==> src/rtl/host_sequencer.sv <==
// rtl/host_sequencer.sv - host-side preload / run / read-back sequencer for the 9-bit core
module host_sequencer #(
    parameter int AW      = 8,
    parameter int TW      = 12,
    parameter int MAX_CYC = 1024
) (
    input  logic          clk,
    input  logic          reset,
    input  logic          start,
    input  logic [AW-1:0] rd_base,
    input  logic [AW:0]   rd_count,
    input  logic          ld_valid,
    input  logic          ld_last,
    input  logic [AW-1:0] ld_addr,
    input  logic [7:0]    ld_data,
    output logic          ld_ready,
    output logic          mem_wr_en,
    output logic [AW-1:0] mem_addr,
    output logic [7:0]    mem_wr_data,
    input  logic [7:0]    mem_rd_data,
    output logic          cpu_rst,
    output logic          req,
    input  logic          done,
    output logic          res_valid,
    output logic [7:0]    res_data,
    input  logic          res_ready,
    output logic          busy,
    output logic          timeout_err
);

    typedef enum logic [2:0] {
        S_IDLE,
        S_LOAD,
        S_REQ,
        S_RUN,
        S_READ
    } state_t;

    localparam logic [TW-1:0] CNT_LAST = TW'(MAX_CYC - 1);

    state_t        state_q, state_d;
    logic [AW-1:0] ptr_q, ptr_d;
    logic [AW:0]   rem_q, rem_d;
    logic [TW-1:0] cnt_q, cnt_d;
    logic          cpu_rst_q, cpu_rst_d;
    logic          req_q, req_d;
    logic          busy_q, busy_d;
    logic          res_valid_q, res_valid_d;
    logic          timeout_err_q, timeout_err_d;

    logic res_fire;
    logic run_timeout;

    assign res_fire    = res_valid_q && res_ready;
    assign run_timeout = (state_q == S_RUN) && !done && (cnt_q == CNT_LAST);

    // State register; reset aborts any session straight back to IDLE
    always_ff @(posedge clk or negedge reset) begin
        if (!reset) begin
            state_q <= S_IDLE;
        end else begin
            state_q <= state_d;
        end
    end

    // Next-state logic; done wins over the timeout on the same cycle
    always_comb begin
        state_d = state_q;
        case (state_q)
            S_IDLE: if (start) state_d = S_LOAD;
            S_LOAD: if (ld_valid && ld_last) state_d = S_REQ;
            S_REQ:  state_d = S_RUN;
            S_RUN: begin
                if (done) begin
                    state_d = S_READ;
                end else if (cnt_q == CNT_LAST) begin
                    state_d = S_IDLE;
                end
            end
            S_READ: begin
                if (rem_q == '0) begin
                    state_d = S_IDLE;
                end else if (res_fire && (rem_q == (AW+1)'(1))) begin
                    state_d = S_IDLE;
                end
            end
            default: state_d = S_IDLE;
        endcase
    end

    // Datapath: read window latched on start, run counter, sticky timeout flag
    always_comb begin
        ptr_d         = ptr_q;
        rem_d         = rem_q;
        cnt_d         = cnt_q;
        timeout_err_d = timeout_err_q;
        case (state_q)
            S_IDLE: begin
                if (start) begin
                    ptr_d         = rd_base;
                    rem_d         = rd_count;
                    timeout_err_d = 1'b0;
                end
            end
            S_REQ: cnt_d = '0;
            S_RUN: begin
                cnt_d = cnt_q + TW'(1);
                if (run_timeout) timeout_err_d = 1'b1;
            end
            S_READ: begin
                if (res_fire) begin
                    ptr_d = ptr_q + AW'(1);
                    rem_d = rem_q - (AW+1)'(1);
                end
            end
            default: ;
        endcase
    end

    // Registered outputs are computed from the upcoming state so they align with it
    always_comb begin
        busy_d      = (state_d != S_IDLE);
        req_d       = (state_d == S_REQ);
        res_valid_d = (state_d == S_READ) && (rem_d != '0);
        case (state_d)
            S_LOAD:               cpu_rst_d = 1'b1;
            S_REQ, S_RUN, S_READ: cpu_rst_d = 1'b0;
            default:              cpu_rst_d = run_timeout ? 1'b1 : cpu_rst_q;
        endcase
    end

    // Datapath and registered-output flops
    always_ff @(posedge clk or negedge reset) begin
        if (!reset) begin
            ptr_q         <= '0;
            rem_q         <= '0;
            cnt_q         <= '0;
            cpu_rst_q     <= 1'b1;
            req_q         <= 1'b0;
            busy_q        <= 1'b0;
            res_valid_q   <= 1'b0;
            timeout_err_q <= 1'b0;
        end else begin
            ptr_q         <= ptr_d;
            rem_q         <= rem_d;
            cnt_q         <= cnt_d;
            cpu_rst_q     <= cpu_rst_d;
            req_q         <= req_d;
            busy_q        <= busy_d;
            res_valid_q   <= res_valid_d;
            timeout_err_q <= timeout_err_d;
        end
    end

    // Memory port is shared: preload writes in LOAD, read-back addressing in READ
    always_comb begin
        ld_ready    = (state_q == S_LOAD);
        mem_wr_en   = 1'b0;
        mem_addr    = '0;
        mem_wr_data = 8'h00;
        res_data    = 8'h00;
        if ((state_q == S_LOAD) && ld_valid) begin
            mem_wr_en   = 1'b1;
            mem_addr    = ld_addr;
            mem_wr_data = ld_data;
        end else if (res_valid_q) begin
            mem_addr = ptr_q;
            res_data = mem_rd_data;
        end
    end

    assign cpu_rst     = cpu_rst_q;
    assign req         = req_q;
    assign busy        = busy_q;
    assign res_valid   = res_valid_q;
    assign timeout_err = timeout_err_q;

endmodule

==> config.mk <==
export PLATFORM = sky130hd
export DESIGN_NAME = host_sequencer
export DESIGN_NICKNAME = d
export VERILOG_FILES = /design/src/rtl/host_sequencer.sv
export SDC_FILE = /design/constraint.sdc
export NUM_CORES = 1
export LEC_CHECK = 0
export ABC_AREA = 1
export ABC_CLOCK_PERIOD_IN_PS = 3350
export CELL_PAD_IN_SITES_DETAIL_PLACEMENT = 1
export CELL_PAD_IN_SITES_GLOBAL_PLACEMENT = 1
export CORE_UTILIZATION = 49
export CTS_BUF_LIST = sky130_fd_sc_hd__clkbuf_2 sky130_fd_sc_hd__clkbuf_4 sky130_fd_sc_hd__clkbuf_8
export DETAILED_ROUTE_END_ITERATION = 7
export DONT_BUFFER_PORTS = 1
export HOLD_SLACK_MARGIN = 0.02
export MAX_ROUTING_LAYER = met4
export PLACE_DENSITY_LB_ADDON = 0.25
export SLEW_MARGIN = 30
export SYNTH_ARGS = -nofsm -noshare
export SYNTH_HDL_FRONTEND = slang
export SYNTH_SLANG_ARGS = --single-unit
==> constraint.sdc <==
create_clock -name clk -period 3.35 [get_ports clk]
set_input_delay 0.5025 -clock clk [delete_from_list [all_inputs] [get_ports clk]]
set_output_delay 0.5025 -clock clk [all_outputs]
set_load 0.01 [all_outputs]
==> run_results.csv, run 1 <==
group,metric,value,unit
die,io_pins,79,
clocking,tritoncts,"done",
timing,finalSetupViolCount,0,
final_layout,final_util,0.5524,
worst_setup_path,setup.worst_path.start_class,"flop",
timing,setup_slack,0.8289,ns
clocking,clockBufferDepth,2,
logic_synthesis,synth_area,0.002456,mm²
hold_path,hp-class,"input pin to asynchronous set/reset pin",
placement,place_congestion,0.7982,
worst_setup_path,crit_type,"flop to output port",
job,max_cap_violations,0,
placement,port_buffers,0,
logic_synthesis,yosys_warnings,0,
clocking,clk_latency,0.30,ns
logic_synthesis,synthTopCellsByArea,"dfrtp_1 (37%), nand2_1 (14%), inv_1 (7.2%), nor2_1 (7.2%), nand3_1 (4.7%)",
timing,hold_violations,0,
clocking,cts.sinks,37,
logic_synthesis,yosys.area.top_type_share,0.3668,
logic_synthesis,syn_inst,357,
logic_synthesis,synthArstFlopShare,1.000,
worst_setup_path,crit_slowest_cell,"dfrtp_1",
timing,timing.final.crit_share,0.7526,
routing,routed-via-count,2356,
final_layout,drive_gt1_frac,0.1061,
clocking,cts-buffers-inserted,5,
final_layout,area_delta_synth_final,7.642,%
logic_synthesis,yosysUniqueCellTypes,37,
timing,rsz0062_at_grt,"false",
logic_synthesis,ys_seq_area_frac,0.3775,
final_layout,nets,409,
die,floorplan.initialDensity,0.5132,
placement,dp_slack,1.151,ns
pwr,leakagePower,1.358,nW
final_layout,n_antenna_cell,0,
pwr,ir_drop,373.1,µV
outcome,outcome,"finished clean",
worst_setup_path,cp-end-kind,"output port",
routing,route.detailed.drc,0,
routing,wl_per_cell,15.75,µm
clocking,ctsRootBufferMaster,"clkbuf_8",
worst_setup_path,cp_max_fo,17,
logic_synthesis,syn_nets,409,
logic_synthesis,synth_top_area_cell,"dfrtp_1",
routing,wl,6693,µm
global_routing,grt_max_degree,37,
worst_setup_path,r2r_cells,11,
worst_setup_path,path_common_cell,"inv_2",
logic_synthesis,synth-main-ff-cell,"dfrtp_1",
timing,max_freq,0.3966,GHz
die,core_area,0.004786,mm²
worst_setup_path,timing.rr.start,"res_valid",
worst_setup_path,required,2.85,ns
worst_setup_path,cp.arrival,2.02,ns
die,die_w,72.80,µm
clocking,cts.reportedPaths.clkPinSlew,0.08,ns
timing,skew,0.009691,ns
logic_synthesis,synthTopCellsByCount,"nand2_1 (91), inv_1 (47), nor2_1 (47), dfrtp_1 (36), nand3_1 (23)",
die,num_rows,25,
logic_synthesis,avgSynthCellArea,6.880,µm²
timing,finalSetupTns,0,ns
clocking,ctsResizeCount,0,
placement,dp_hpwl,4828,µm
global_routing,track_usage,0.2794,
worst_setup_path,r2r-end,"res_valid",
timing,timing.hold.ws,0.02086,ns
global_routing,grt-ovfl-total,0,
worst_setup_path,max_stage_delay,0.42,ns
worst_setup_path,path_cells,"inv_2, nand3_1, inv_2, nand2_1, inv_2, nand2_1, o21ai_0",
logic_synthesis,ys_ff_latch,37,
timing,fin_crit,2.521,ns
global_routing,antenna_found_initial,0,
routing,antenna_left,0,
worst_setup_path,cp-startpoint,"state_q[2]",
worst_setup_path,ff2ff_setup_slack,1.20,ns
final_layout,nFillCells,652,
die,die_area,0.005300,mm²
die,die_y,72.80,µm
global_routing,grt_pass1_vias,2409,
routing,drt-vias-per-instance,5.544,
routing,first_iter_violations,91,
pwr,powerDensity,838.8,mW/mm²
logic_synthesis,synth-edff-count,0,
timing,slew_headroom,0.5729,
clocking,htree_levels,2,
routing,first_pass_iters,4,
global_routing,grt_pass1_wl,10860,µm
logic_synthesis,yosysMostFrequentCell,"nand2_1",
timing,worst_slew_pin_slew,0.6407,ns
timing,drv_slew,0,
==> routing by layer <==
layer | wire (µm) | global-route usage
met1 | 2795 | 0.3283
met2 | 3315 | 0.4673
met3 | 409 | 0.05525
met4 | 172 | 0.1176
met5 | 0 | -
==> worst max path at each step <==
stage               slack [ns]          end
floorplan                 1.55  mem_addr[5]
global placement          1.25  mem_addr[0]
detailed placement        1.15  mem_addr[2]
CTS                       0.82  mem_addr[2]
global route              0.65  mem_addr[3]
finish                    0.83  mem_addr[0]
==> kinds of logic after synthesis <==
kind of cell	after synthesis	share of synthesized area
XOR/XNOR	4	0.01426
adder cells (fa/ha/maj)	4	0.02038
AND/OR/NAND/NOR	192	0.3484
buffers and inverters	63	0.1070
multiplexers	1	0.004076
AO/OA/AOI/OAI	56	0.1284
flip-flops	37	0.3775
==> where the power goes <==
group	total, W	switching [W]	internal, W
sequential	0.000776	0.000177	0.000599
clock	0.000482	0.000182	0.000300
combinational	0.000960	0.000665	0.000296
total	0.00222	0.00102	0.00119
==> stage by stage <==
step	cells	instance area, µm²	total power [W]
global placement	416	2486	0.001659
global route	425	2644	0.002392
finish	425	2644	0.002218
detailed placement	416	2486	0.001712
floorplan	357	2456	0.001519
CTS	425	2644	0.002224
==> registers in the layout, summed over array words and instances (netlist names) <==
name,flops
state_q,3
res_valid,1
rem_q,9
ptr_q,8
cpu_rst,1
timeout_err,1
cnt_q,12
req,1
busy,1
==> placed cells by master, fill, tap and decap left out, types with 2 or more instances in the layout <==
cell / count
nor3_1: 5
nor2_1: 47
o21ai_1: 3
inv_1: 47
ha_1: 4
a21oi_1: 19
nand2_2: 5
nand3_1: 23
o22ai_1: 5
nor2_2: 7
nand4_1: 4
clkbuf_8: 5
xor2_1: 4
and3_1: 3
dfrtp_1: 36
o21ai_0: 21
nand2_1: 91
bufinv_16: 2
nor2_4: 3
inv_2: 7
==> critical path, delay by kind of cell (launching register included) <==
kind	cells	cell delay [ns]
DFF	1	0.42
AOI/OAI and AO/OA	1	0.17
buffers and inverters	3	0.61
and+or+nand+nor	3	0.51
==> cell type report <==
cell class | instances | area, µm² | area share
timing repair buffer | 1 | 20.02 | 0.007572
clock buffer | 5 | 68.82 | 0.02603
sequential | 37 | 927.1 | 0.3507
clock inverter | 3 | 68.82 | 0.02603
multi-input combinational | 257 | 1266 | 0.4789
inverter | 55 | 209.0 | 0.07903
tap | 67 | 83.83 | 0.03171
==> timing repair <==
| item | in CTS | in global routing |
|---|---|---|
| setup endpoints to repair | 0 | 0 |
| hold endpoints to repair | 36 | 0 |
| hold buffers | 1 | 0 |
| buffers inserted | 0 | 0 |
Power figures use the tool's default switching activity.
==> run 2: changes to the inputs <==
ABC_CLOCK_PERIOD_IN_PS = 2060   (was 3350)
CORE_UTILIZATION = 41   (was 49)
clock period = 2.06 ns   (was 3.35 ns; I/O delays follow)
==> run 2 against run 1 <==
Net effect: first-iteration DRC count shrank 4.4%; worst setup slack got worse by 0.66 ns; critical path depth decreased by 1; cell count rose by 2.4%; critical path type unchanged.
==> run_results.csv, run 2 (synthesis gave the netlist of run 1 again) <==
group,metric,value,unit
die,num_rows,27,
timing,timing.hold.ws,0.1781,ns
pwr,power_frac_clock,0.162,
die,io_pins,79,
clocking,cts-buffers-inserted,5,
die,core_area,0.005642,mm²
placement,dp_slack,0.2509,ns
placement,dp_hpwl,4867,µm
final_layout,nFillCells,764,
final_layout,seqCellArea,928.4,µm²
worst_setup_path,cp_max_fo,9,
worst_setup_path,path_common_cell,"inv_2",
worst_setup_path,cp-startpoint,"state_q[2]",
die,die_area,0.006304,mm²
routing,route.detailed.drc,0,
global_routing,antenna_found_initial,0,
die,die_y,79.40,µm
final_layout,top_regs,"cnt_q (12), rem_q (9), ptr_q (8)",
worst_setup_path,max_stage_delay,0.41,ns
die,die_w,79.40,µm
worst_setup_path,crit_type,"flop to output port",
global_routing,grt_pass1_vias,2385,
final_layout,drive_gt1_frac,0.1267,
placement,port_buffers,0,
worst_setup_path,cp-end-kind,"output port",
routing,first_iter_violations,87,
clocking,cts.reportedPaths.clkPinSlew,0.08,ns
timing,rsz0062_at_grt,"false",
timing,finalSetupViolCount,0,
clocking,tritoncts,"done",
hold_path,hold_path.startpoint,"rd_base[1]",
worst_setup_path,ff2ff_setup_slack,0.22,ns
timing,setup_slack,0.1648,ns
clocking,ctsRootBufferMaster,"clkbuf_8",
job,max_cap_violations,0,
worst_setup_path,path_cells,"inv_2, nand3_1, inv_2, nand2_4, buf_4, nor2_1",
timing,drv_slew,0,
pwr,power_frac_comb,0.478,
pwr,powerDensity,1279,mW/mm²
pwr,switching_power,0.001612,W
worst_setup_path,setup.worst_path.start_class,"flop",
worst_setup_path,r2r-end,"res_valid",
final_layout,regMostFlops,"cnt_q",
clocking,clockBufferDepth,2,
final_layout,largest_register_ffs,12,
outcome,outcome,"finished clean",
clocking,htree_levels,2,
routing,antenna_left,0,
pwr,seqPwrFrac,0.361,
timing,slew_headroom,0.8156,
placement,place_congestion,0.8093,
routing,first_pass_iters,5,
worst_setup_path,crit_slowest_cell,"dfrtp_1",
pwr,p_int,0.001803,W
global_routing,grt_max_degree,38,
routing,wl_per_cell,14.49,µm
die,floorplan.initialDensity,0.4354,
global_routing,track_usage,0.2256,
timing,fin_crit,1.895,ns
hold_path,hp-class,"input pin to flop",
clocking,postCtsSetupBuffers,0,
final_layout,final_common_cell,"nand2_1",
clocking,cts.sinks,37,
clocking,clk_latency,0.29,ns
timing,worst_slew_pin_slew,0.2756,ns
routing,routed-via-count,2341,
worst_setup_path,r2r_cells,11,
pwr,swShare,0.4720,
final_layout,multi_input_area,0.001279,mm²
final_layout,final_cell_mix,"nand2_1 (90), inv_1 (47), nor2_1 (45)",
worst_setup_path,crit_end,"mem_wr_data[2]",
final_layout,nets,414,
pwr,leakagePower,1.370,nW
final_layout,n_antenna_cell,0,
routing,wl,6305,µm
global_routing,grt-ovfl-total,0,
worst_setup_path,cp.arrival,1.59,ns
final_layout,area_delta_synth_final,8.660,%
worst_setup_path,timing.rr.start,"rem_q[0]",
global_routing,grt_pass1_wl,10740,µm
worst_setup_path,required,1.75,ns
routing,drt-vias-per-instance,5.382,
timing,timing.final.crit_share,0.9200,
timing,hold_violations,0,
timing,skew,0.009077,ns
timing,max_freq,0.5276,GHz
pwr,ir_drop,612.6,µV
## run 2: worst min path at each step
stage | to | slack [ns] | cells after the start
floorplan | busy | 0.01 | 0
global placement | cnt_q[5] | 0.01 | 0
detailed placement | cnt_q[5] | 0.01 | 0
CTS | ptr_q[1] | 0.17 | 2
global route | ptr_q[1] | 0.20 | 2
finish | ptr_q[1] | 0.18 | 2
## run 2: final cells by class
| class | count | area share |
|---|---|---|
| clock buffer | 8 | 0.03657 |
| inverter | 55 | 0.08017 |
| timing repair buffer | 6 | 0.02250 |
| tap | 72 | 0.03376 |
| sequential | 37 | 0.3479 |
| multi-input combinational | 257 | 0.4791 |
## run 2: metrics by stage
stage | setup TNS, ns | util | instance area, µm² | total power [W] | instances
floorplan | 0 | - | 2456 | 0.002470 | 357
global placement | 0 | 0.4471 | 2522 | 0.002775 | 425
detailed placement | 0 | 0.4471 | 2522 | 0.002830 | 425
CTS | -0.2960 | 0.4702 | 2653 | 0.003437 | 435
global route | 0 | 0.4731 | 2669 | 0.003764 | 435
finish | 0 | 0.4731 | 2669 | 0.003414 | 435
## run 2: layer usage
layer / share of wire / global-route usage / wire length, µm
met3: 0.048 / 0.03429 / 300
met1: 0.46 / 0.2619 / 2873
met5: 0 / - / 0
met4: 0.017 / 0.08364 / 108
met2: 0.48 / 0.3940 / 3022
## run 2: power by group through the flow
stage / sequential, W / clock [W] / combinational, W
after floorplan: 0.00117 / 0 / 0.00130
after global placement: 0.00123 / 0 / 0.00155
after detailed placement: 0.00124 / 0 / 0.00159
after CTS: 0.00123 / 0.000584 / 0.00162
after global routing: 0.00127 / 0.000602 / 0.00189
final: 0.00123 / 0.000552 / 0.00163
## run 2: critical path: cells and delay by family, from the launching register on
| family | cells | cell delay [ns] |
|---|---|---|
| buffers and inverters | 3 | 0.45 |
| flip-flops | 1 | 0.41 |
| AND/OR/NAND/NOR | 3 | 0.44 |
## run 2: what timing repair did
item,4_1_cts,5_1_grt
endpoints found under the hold margin,37,0
setup endpoints to repair,8,25
resized for setup,1,11
hold buffers,2,0
==> run 3: changes to the inputs <==
TNS_END_PERCENT = 5   (was unset)
==> run 3 against run 2 <==
Net effect: wire length decreased by 0.17%; die area unchanged; cell count unchanged.
==> run_results.csv, run 3 (synthesis gave the netlist of run 1 again) <==
group,metric,value,unit
outcome,outcome,"finished clean",
routing,wl_per_cell,14.47,µm
final_layout,top_regs,"cnt_q (12), rem_q (9), ptr_q (8)",
timing,worst_slew_pin_slew,0.2750,ns
global_routing,grt-ovfl-total,0,
clocking,clk_latency,0.29,ns
die,num_rows,27,
worst_setup_path,crit_slowest_cell,"dfrtp_1",
die,io_pins,79,
routing,first_pass_iters,4,
final_layout,final_cell_mix,"nand2_1 (90), inv_1 (47), nor2_1 (47)",
hold_path,holdPathStages,2,
pwr,powerDensity,1279,mW/mm²
final_layout,nFillCells,768,
worst_setup_path,r2r_cells,11,
final_layout,nets,414,
clocking,clockBufferDepth,2,
worst_setup_path,max_stage_delay,0.41,ns
global_routing,grt_max_degree,38,
hold_path,hp-class,"input pin to flop",
timing,drv_slew,0,
routing,drt-vias-per-instance,5.377,
timing,slew_headroom,0.8160,
worst_setup_path,path_common_cell,"inv_2",
pwr,leakagePower,1.365,nW
worst_setup_path,crit_type,"flop to output port",
timing,skew,0.009453,ns
die,die_y,79.40,µm
pwr,seqPwrFrac,0.362,
pwr,p_int,0.001798,W
die,core_area,0.005642,mm²
worst_setup_path,required,1.75,ns
clocking,cts.reportedPaths.clkPinSlew,0.08,ns
timing,timing.hold.ws,0.1771,ns
worst_setup_path,cp.arrival,1.60,ns
clocking,cts-buffers-inserted,5,
global_routing,grt_pass1_wl,10740,µm
final_layout,final_util,0.4708,
timing,timing.final.crit_share,0.9276,
final_layout,regMostFlops,"cnt_q",
global_routing,grt_pass1_vias,2387,
die,die_w,79.40,µm
timing,max_freq,0.5233,GHz
clocking,htree_levels,2,
worst_setup_path,cp-end-kind,"output port",
job,max_cap_violations,0,
timing,hold_violations,0,
placement,port_buffers,0,
clocking,tritoncts,"done",
final_layout,largest_register_ffs,12,
pwr,switching_power,0.001600,W
clocking,cts.sinks,37,
worst_setup_path,cp_max_fo,17,
routing,antenna_left,0,
routing,route.detailed.drc,0,
pwr,power_frac_clock,0.162,
routing,wl,6294,µm
placement,place_congestion,0.8093,
routing,first_iter_violations,80,
pwr,ir_drop,690.2,µV
pwr,power_frac_comb,0.476,
routing,routed-via-count,2339,
final_layout,final_common_cell,"nand2_1",
final_layout,drive_gt1_frac,0.1212,
final_layout,area_delta_synth_final,8.151,%
die,die_area,0.006304,mm²
timing,finalSetupViolCount,0,
global_routing,antenna_found_initial,0,
worst_setup_path,setup.worst_path.start_class,"flop",
timing,rsz0062_at_grt,"true",
timing,fin_crit,1.911,ns
final_layout,n_antenna_cell,0,
clocking,ctsRootBufferMaster,"clkbuf_8",
die,floorplan.initialDensity,0.4354,
pwr,swShare,0.4709,
global_routing,track_usage,0.2256,
placement,dp_hpwl,4867,µm
worst_setup_path,path_cells,"inv_2, nand3_1, inv_2, nand2_2, inv_4, nand2_1, o21ai_1",
run 3: cell counts in the layout (fill, tap and decap cells not counted):
No cell type changed its count.
run 3: what timing repair did:
item,CTS,global route
gates resized for setup,1,7
endpoints found under the setup margin,8,25
setup buffers,0,0
hold buffers,2,0
endpoints found under the hold margin,37,0
run 3: through the flow:
stage	power, W	instance area (µm²)	TNS, ns	std cells	setup slack, ns
after floorplan	0.002470	2456	0	357	0.4537
after global placement	0.002775	2522	0	425	0.2820
after detailed placement	0.002830	2522	0	425	0.2509
after CTS	0.003437	2653	-0.2960	435	-0.06168
after global routing	0.003748	2656	-0.1169	435	-0.02617
final	0.003398	2656	0	435	0.1491
run 3: critical path: cells and delay by family, from the launching register on:
family | cells | cell delay, ns
buffers and inverters | 3 | 0.42
flip-flops | 1 | 0.41
AND/OR/NAND/NOR | 3 | 0.33
AO/OA/AOI/OAI | 1 | 0.15
run 3: routing by layer:
metal / track usage / routed length (µm) / vias to the layer above / share of wire
met1: 0.2619 / 2850 / 1110 / 0.45
met5: - / 0 / - / 0
li1: - / - / 1141 / -
met3: 0.03429 / 322 / 10 / 0.051
met4: 0.08364 / 104 / 0 / 0.017
met2: 0.3940 / 3016 / 78 / 0.48
run 3: power groups by stage:
stage | clock (W) | combinational [W] | sequential [W]
after floorplan | 0 | 0.00130 | 0.00117
after global placement | 0 | 0.00155 | 0.00123
after detailed placement | 0 | 0.00159 | 0.00124
after CTS | 0.000584 | 0.00162 | 0.00123
after global routing | 0.000602 | 0.00187 | 0.00127
final | 0.000551 | 0.00162 | 0.00123
run 3: path summary, 6_finish.rpt:
check                           start  slack (ns)           to
setup reg to reg             rem_q[0]        0.22    res_valid
max in group asynchronous       reset        1.32      cpu_rst
hold / removal             rd_base[1]        0.18     ptr_q[1]
min in group asynchronous       reset        0.48     cnt_q[6]
setup / recovery           state_q[2]        0.15  mem_addr[6]
hold reg to reg              cnt_q[6]        0.53     cnt_q[6]
run 3: layout make-up:
type / instances / area, µm² / area share
timing repair buffer: 6 / 60.06 / 0.02261
clock buffer: 8 / 97.59 / 0.03674
inverter: 55 / 211.5 / 0.07960
multi-input combinational: 257 / 1269 / 0.4776
tap: 72 / 90.09 / 0.03391
sequential: 37 / 928.4 / 0.3495
